File: config.mk
export PLATFORM = sky130hd
export DESIGN_NAME = generic_struct_unpacker
export DESIGN_NICKNAME = d
export VERILOG_FILES = /design/src/rtl/generic_struct_unpacker_pkg.sv /design/src/rtl/generic_struct_unpacker_beat_counter.sv /design/src/rtl/generic_struct_unpacker.sv
export SDC_FILE = /design/constraint.sdc
export NUM_CORES = 1
export LEC_CHECK = 0
export BUFFER_PORTS_ARGS = -buffer_cell sky130_fd_sc_hd__buf_2
export CAP_MARGIN = 20
export CORE_AREA = 2 2 69 71
export DETAILED_ROUTE_END_ITERATION = 16
export DIE_AREA = 0 0 71 73
export PLACE_DENSITY_LB_ADDON = 0.05
export SKIP_CTS_REPAIR_TIMING = 1
export SLEW_MARGIN = 25
export SYNTH_ARGS = -nofsm -noshare
export SYNTH_HDL_FRONTEND = slang
export SYNTH_HIERARCHICAL = 1
export SYNTH_SLANG_ARGS = --single-unit
File: constraint.sdc
create_clock -name i_clk -period 1.66 [get_ports i_clk]
set_input_delay 0.332 -clock i_clk [delete_from_list [all_inputs] [get_ports i_clk]]
set_output_delay 0.332 -clock i_clk [all_outputs]
set_load 0.01 [all_outputs]
File: src/rtl/generic_struct_unpacker_pkg.sv
// Shared definitions for the struct serial link: field layout, beat count
// and unpacker state encoding, used by both the serializer and the unpacker.
package generic_struct_unpacker_pkg;

  localparam int DEF_W0     = 1;
  localparam int DEF_W1     = 2;
  localparam int DEF_LANE_W = 1;

  // d0 is declared first so it lands in the upper bits of the packed vector.
  typedef struct packed {
    logic [DEF_W0-1:0] d0;
    logic [DEF_W1-1:0] d1;
  } gs_struct_t;

  typedef enum logic [1:0] {
    ST_COLLECT = 2'd0,
    ST_DISCARD = 2'd1,
    ST_FULL    = 2'd2
  } unpack_state_e;

  function automatic int calc_beats(input int total_w, input int lane_w);
    return (total_w + lane_w - 1) / lane_w;
  endfunction

  function automatic int cnt_width(input int beats);
    return (beats < 2) ? 1 : $clog2(beats);
  endfunction

endpackage

File: src/rtl/generic_struct_unpacker_beat_counter.sv
// Modulo-BEATS beat counter with synchronous clear; flags the final beat slot.
module struct_beat_counter
  import generic_struct_unpacker_pkg::*;
#(
  parameter  int BEATS = 3,
  localparam int CW    = cnt_width(BEATS)
) (
  input  logic          i_clk,
  input  logic          i_rst,
  input  logic          i_en,
  input  logic          i_clr,
  output logic [CW-1:0] o_cnt,
  output logic          o_is_last
);

  localparam logic [CW-1:0] LAST_CNT = CW'(BEATS - 1);

  logic [CW-1:0] r_cnt;

  always_ff @(posedge i_clk or posedge i_rst) begin
    if (i_rst) begin
      r_cnt <= '0;
    end else if (i_clr) begin
      r_cnt <= '0;
    end else if (i_en) begin
      r_cnt <= (r_cnt == LAST_CNT) ? '0 : r_cnt + 1'b1;
    end
  end

  assign o_cnt     = r_cnt;
  assign o_is_last = (r_cnt == LAST_CNT);

endmodule

File: src/rtl/generic_struct_unpacker.sv
// Receive side of the struct serial link: rebuilds {d0, d1} from LSB-first
// beats, drops frames whose i_last disagrees with the beat count.
module generic_struct_unpacker
  import generic_struct_unpacker_pkg::*;
#(
  parameter int W0     = DEF_W0,
  parameter int W1     = DEF_W1,
  parameter int LANE_W = DEF_LANE_W
) (
  input  logic              i_clk,
  input  logic              i_rst,
  input  logic              i_valid,
  output logic              o_ready,
  input  logic [LANE_W-1:0] i_data,
  input  logic              i_last,
  output logic              o_valid,
  input  logic              i_ready,
  output logic [W0-1:0]     o_d0,
  output logic [W1-1:0]     o_d1,
  output logic              o_err,
  output logic [15:0]       o_frame_cnt
);

  localparam int FW    = W0 + W1;
  localparam int BEATS = calc_beats(FW, LANE_W);
  localparam int BUF_W = BEATS * LANE_W;
  localparam int CW    = cnt_width(BEATS);

  typedef struct packed {
    logic [W0-1:0] d0;
    logic [W1-1:0] d1;
  } field_t;

  // Handshakes: a beat moves on a cycle with i_valid && o_ready; a struct
  // moves on a cycle with o_valid && i_ready. Neither side may retract
  // valid or change payload until its handshake completes.

  unpack_state_e   r_state;
  logic [BUF_W-1:0] r_buf;
  logic            r_valid;
  logic            r_err;
  logic [15:0]     r_frame_cnt;
  field_t          r_fields;

  logic [BUF_W-1:0] w_buf_next;
  logic [CW-1:0]   w_beat_cnt;
  logic            w_is_last_beat;
  logic            w_accept;
  logic            w_collect;
  logic            w_cnt_en;
  logic            w_cnt_clr;
  field_t          w_fields_next;

  assign o_ready   = (r_state != ST_FULL);
  assign w_accept  = i_valid && o_ready;
  assign w_collect = w_accept && (r_state == ST_COLLECT);

  // Any collect beat that ends or breaks the frame resets the slot counter.
  assign w_cnt_en  = w_collect && !w_is_last_beat && !i_last;
  assign w_cnt_clr = w_collect && (w_is_last_beat || i_last);

  struct_beat_counter #(
    .BEATS (BEATS)
  ) u_beat_counter (
    .i_clk     (i_clk),
    .i_rst     (i_rst),
    .i_en      (w_cnt_en),
    .i_clr     (w_cnt_clr),
    .o_cnt     (w_beat_cnt),
    .o_is_last (w_is_last_beat)
  );

  always_comb begin
    w_buf_next = r_buf;
    w_buf_next[int'(w_beat_cnt) * LANE_W +: LANE_W] = i_data;
  end

  // Lane bits above FW-1 in the final beat fall outside this slice.
  assign w_fields_next = field_t'(w_buf_next[FW-1:0]);

  always_ff @(posedge i_clk or posedge i_rst) begin
    if (i_rst) begin
      r_state     <= ST_COLLECT;
      r_buf       <= '0;
      r_valid     <= 1'b0;
      r_err       <= 1'b0;
      r_frame_cnt <= '0;
      r_fields    <= '0;
    end else begin
      r_err <= 1'b0;
      case (r_state)
        ST_COLLECT: begin
          if (w_accept) begin
            if (!w_is_last_beat) begin
              if (i_last) begin
                r_err <= 1'b1;
              end else begin
                r_buf <= w_buf_next;
              end
            end else if (i_last) begin
              r_buf    <= w_buf_next;
              r_fields <= w_fields_next;
              r_valid  <= 1'b1;
              r_state  <= ST_FULL;
            end else begin
              r_err   <= 1'b1;
              r_state <= ST_DISCARD;
            end
          end
        end
        ST_DISCARD: begin
          if (w_accept && i_last) begin
            r_state <= ST_COLLECT;
          end
        end
        ST_FULL: begin
          if (i_ready) begin
            r_valid     <= 1'b0;
            r_frame_cnt <= r_frame_cnt + 16'd1;
            r_state     <= ST_COLLECT;
          end
        end
        default: begin
          r_valid <= 1'b0;
          r_state <= ST_COLLECT;
        end
      endcase
    end
  end

  assign o_valid     = r_valid;
  assign o_err       = r_err;
  assign o_frame_cnt = r_frame_cnt;
  assign o_d0        = r_fields.d0;
  assign o_d1        = r_fields.d1;

endmodule

## Yosys cells after proc, flatten, opt, wreduce, memory -nomap -nowiden

Cells that the tools add are included.

- Register bits after elaboration: 28
- Input bits: 6
- Output and inout port bits: 22
- Logic and storage cells: 64

- $add $sub $neg: 3
- Equal/unequal tests: 11
- Shift operators: 2
- Multiplexer cells: 23
- Bitwise operators: 1
- Reductions and logical operators: 16

Operator list:

| cell | number |
|---|---|
| negation 2 -> 33 bit | 1 |
| variable shift 1 x 33 -> 3 bit, first input constant | 1 |
| indexed part select 1 x 33 -> 3 bit | 1 |
| adder 16 x 1 -> 16 bit, second input constant | 1 |
| 2-to-1 mux 2 bit | 8 |
| != test 2 bit, second input constant | 7 |
| AND reduction 4 bit | 3 |
| 2-to-1 mux 1 bit | 9 |
| 2-to-1 mux 3 bit | 3 |
| logical AND 1 bit | 6 |
| one-hot mux 2 bit (3 select lines) | 1 |
| AND reduction 5 bit | 1 |
| == test 2 bit, second input constant | 2 |
| bitwise mux 3 bit | 1 |
| one-hot mux 1 bit (3 select lines) | 1 |
| adder 2 x 1 -> 2 bit, second input constant | 1 |
| == test 2 x 1 -> 1 bit, second input constant | 1 |
| zero test 1 bit | 2 |
| zero test 2 bit | 1 |
| != test 2 x 1 -> 1 bit, second input constant | 1 |
| AND reduction 2 bit | 1 |
| nonzero test 2 bit | 1 |
| logical OR 1 bit | 1 |
| inverter 1 bit | 1 |

## Logic depth before layout (Yosys ltp)

- Depth in word-level cells: 7
- Mapped depth: 6
- Gate-level depth less buffers: 6

## Cells and area by module

Netlist, hierarchy kept.

Modules (own cells, without submodules):

| module | instances | cells each | area an instance (um^2) | seq. area each (um^2) |
|---|---|---|---|---|
| generic_struct_unpacker | 1 | 121 | 1333.8 | 650.6 |
| struct_beat_counter | 1 | 10 | 100.1 | 50.0 |

## Worst setup path before layout

Ideal clock, no wire load.

- Kind: reg2reg
- Start: register r_state[1]
- End: register u_beat_counter.r_cnt[0], in the netlist u_beat_counter/o_cnt[0]
- Library setup time: 0.077 ns
- Arrival time: 1.651 ns
- Required time: 1.583 ns
- Slack: -0.068 ns
- Stages on the path, launching flop included: 5
- Path through: dfrtp_1 > or3b_2 > nor3_1 > or3b_1 > a21oi_1

- Cells in the longest elaborated chain, start to end: 6

RTL lines:

| element | line | RTL |
|---|---|---|
| from (decl) | generic_struct_unpacker.sv:38 | `unpack_state_e r_state;` |
| from (signal assigned) | generic_struct_unpacker.sv:83 | `r_state <= ST_COLLECT;` |
| from (signal assigned) | generic_struct_unpacker.sv:104 | `r_state <= ST_FULL;` |
| from (signal assigned) | generic_struct_unpacker.sv:107 | `r_state <= ST_DISCARD;` |
| != test 2 bit | generic_struct_unpacker.sv:54 | `assign o_ready = (r_state != ST_FULL);` |
| logical AND 1 bit | generic_struct_unpacker.sv:55 | `assign w_accept = i_valid && o_ready;` |
| logical AND 1 bit * | generic_struct_unpacker.sv:56 | `assign w_collect = w_accept && (r_state == ST_COLLECT);` |
| logical AND 1 bit * (2 in series) | generic_struct_unpacker.sv:59 | `assign w_cnt_en = w_collect && !w_is_last_beat && !i_last;` |
| via w_cnt_en | generic_struct_unpacker.sv:50 | `logic w_cnt_en;` |
| nonzero test 2 bit (no source line) * | -- |  |
| to (signal assigned) | generic_struct_unpacker_beat_counter.sv:26 | `r_cnt <= (r_cnt == LAST_CNT) ? '0 : r_cnt + 1'b1;` |
| to (decl) | generic_struct_unpacker_beat_counter.sv:18 | `logic [CW-1:0] r_cnt;` |

Mark *: on every way through the listed nets, which the timed path passes. The rest lies on a longest branch.
A chain may end at the register's enable or synchronous reset.

## Final worst setup path

Ends and elaborated chain as after synthesis.

==> reports/qor.csv <==
metric;value;unit
Post-Syn Nets;144;
CP Cell Sequence;or3b_4, nor3_4, or3b_1, a21oi_2;
worst path required time;1.87;ns
final setup vio count;0;
Core Rows;25;
RSZ-0062 raised after global routing;yes;
Worst-Skew Late Latency;0.27;ns
Setup Slack @ Placement;-0.00779;ns
Commonest cells post-synth;dfrtp_1 (28), nor2_1 (13), inv_1 (10), a21oi_1 (9), xor2_1 (9);
antenna fix cells;0;
I/O Buffers;27;
# IOs;28;
Critical Path Start Type;flop;
DRT Wirelength;2690;um
Max-Cap Viols;0;
core area;4540;sq um
H-tree depth;1;
chip width;71;um
CP arrival;1.80;ns
Mapped Area;1430;sq um
setup ws final;0.0707;ns
kind of critical path;flop to flop;
post-DR vias/cell;4.63;
P&R area growth vs syn;26.9;%
Iter 0 DRT Violations;53;
worst-path fanout max;4;
worst hold start;i_last;
Synth cell types;36;
starting density of the core;0.316;
clk slew on worst S/H paths;0.09;ns
root buffer selected by CTS;clkbuf_8;
Worst-Margin Slew;0.353;ns
Yosys top cell by area;dfrtp_1;
filler instances;450;
f_max;0.629;GHz
vias in the first global route;1021;
Avg Cell Area, Syn;10.9;sq um
Hold Path Stages;2;
die area;5180;sq um
first-pass GRT wire length;4620;um
Worst R2R Path Depth;4;
Max VDD drop;0.000498;V
fin. max-slew vios;0;
all-layer global routing usage;0.113;
WP buf/inv;0;
CTS Buffer Depth;2;
gpl congestion;0.752;
Leakage;0.931;nW
Setup TNS;0;ns
most numerous cell in the Yosys netlist;dfrtp_1;
fin area;1820;sq um
yosys warns;6;
slowest cell on the critical path;or3b_4;
CTS tree;built;
Post-Synthesis Cells;131;
Largest delay share family, worst path;simple AND/OR/NAND/NOR gates;
DRT Pass-1 Iters;4;
Nets;185;
reg2reg setup slack;0.07;ns
asr flop ratio synth;1.00;
number of flops mapped to enable cells by yosys;0;
Main synth FF type;dfrtp_1;
Residual DRC;0;
synthesized flop and latch total;28;
fin crit period;1.59;ns
Die H;73;um
initial antenna violation count;0;
DR WL/cell;11.9;um
Final Hold Fails;0;
Slew headroom;0.765;
r2r endpoint;u_beat_counter/o_cnt[0]$_DFFE_PP0P_;
status;finished clean;
Antenna Nets Post-Route;0;
crit-path max cell delay;0.42;ns
pwr dens;1210;nW/um^2
clk sinks;28;
Inserted Clock Buffers;3;
placed cell areas;1690;sq um
routed vias;1041;
synth top area cells;dfrtp_1 (49%), ha_1 (6.1%), xor2_1 (5.5%);
global route total overflow;0;
share of layout cells above drive strength 1;0.316;
post-synth top area share;0.489;
Hold Crit Class;primary input to flop;
crit end category;flop;
RR Startpoint;r_state[1]$_DFFE_PP0P_;
DP HPWL;2020;um
hold endpoint;r_state[0]$_DFFE_PP0P_;
Final period util;0.957;
sequential element share of the synthesized area;0.489;
largest net degree at the start of global routing;27;
clock skew;0.00882;ns
-- cell type report --
cell class,instances,area [sq um],share of cell area
inverter,10,37.5,0.0206
clock buffer,3,41.3,0.0227
clock inverter,1,30.0,0.0165
tap,54,67.6,0.0371
sequential,28,701,0.385
timing repair buffer,38,224,0.123
multi-input combinational,91,718,0.395
-- placed cells by master (no fill, tap or decap), drive strengths merged, types with 2 or more instances in the layout --
master,n
buf,37
dfrtp,28
nor2,14
inv,10
xor2,9
a21oi,9
nand2,7
ha,7
xnor2,6
nand3,5
and2,4
nor3,4
clkbuf,3
nand4,3
nor4,2
mux2,2
mux2i,2
nand2b,2
or3b,2
-- through the flow --
stage           util  hold WS [ns]  power [mW]  std cells
2_1_floorplan      -        0.0732        1.38        131
3_3_place_gp   0.374         0.195        1.62        219
3_5_place_dp   0.374         0.197        1.65        219
4_1_cts        0.389        -0.109        2.20        223
5_1_grt        0.401         0.350        2.37        225
6_report       0.401         0.349        2.20        225
-- sequential cells by signal, indices dropped and copies added (netlist names) --
name,cells
o_d0,1
o_d1,2
o_err,1
o_frame_cnt,16
o_valid,1
r_buf,3
r_state,2
u_beat_counter/o_cnt,2
-- cells by family after synthesis --
group | Yosys count | share of synthesized area
AND/OR/NAND/NOR | 52 | 0.241
flip-flops | 28 | 0.489
XOR/XNOR | 15 | 0.0916
AO/OA/AOI/OAI | 13 | 0.0515
buffers and inverters | 12 | 0.0366
adder cells (fa/ha/maj) | 7 | 0.0611
multiplexers | 4 | 0.0297
-- where the power goes --
group / switching (mW) / total (mW) / leakage (nW) / internal [mW]
Combinational: 0.389 / 0.756 / 0.531 / 0.367
Clock: 0.217 / 0.539 / 0.0357 / 0.323
Sequential: 0.0893 / 0.906 / 0.365 / 0.816
Total: 0.695 / 2.20 / 0.931 / 1.51
-- worst max-delay path by stage --
stage	startpoint	end	slack, ns	depth (start not counted)
global route	r_state[1]$_DFFE_PP0P_	u_beat_counter/o_cnt[0]$_DFFE_PP0P_	-0.01	4
floorplan	r_state[1]$_DFFE_PP0P_	u_beat_counter/o_cnt[0]$_DFFE_PP0P_	0.0009	4
detailed placement	i_valid	u_beat_counter/o_cnt[0]$_DFFE_PP0P_	-0.008	5
global placement	i_valid	u_beat_counter/o_cnt[0]$_DFFE_PP0P_	0.02	5
finish	r_state[1]$_DFFE_PP0P_	u_beat_counter/o_cnt[0]$_DFFE_PP0P_	0.07	4
CTS	r_state[1]$_DFFE_PP0P_	u_beat_counter/o_cnt[0]$_DFFE_PP0P_	-0.003	4
-- routing by layer --
layer	GRT usage	wire (um)	vias up
met2	0.194	1290	18
met5	0	0	-
met4	0.0440	25	0
met3	0.0207	76	2
met1	0.142	1290	500
li1	-	-	521
Note: power is estimated with default switching activity, not from simulation.
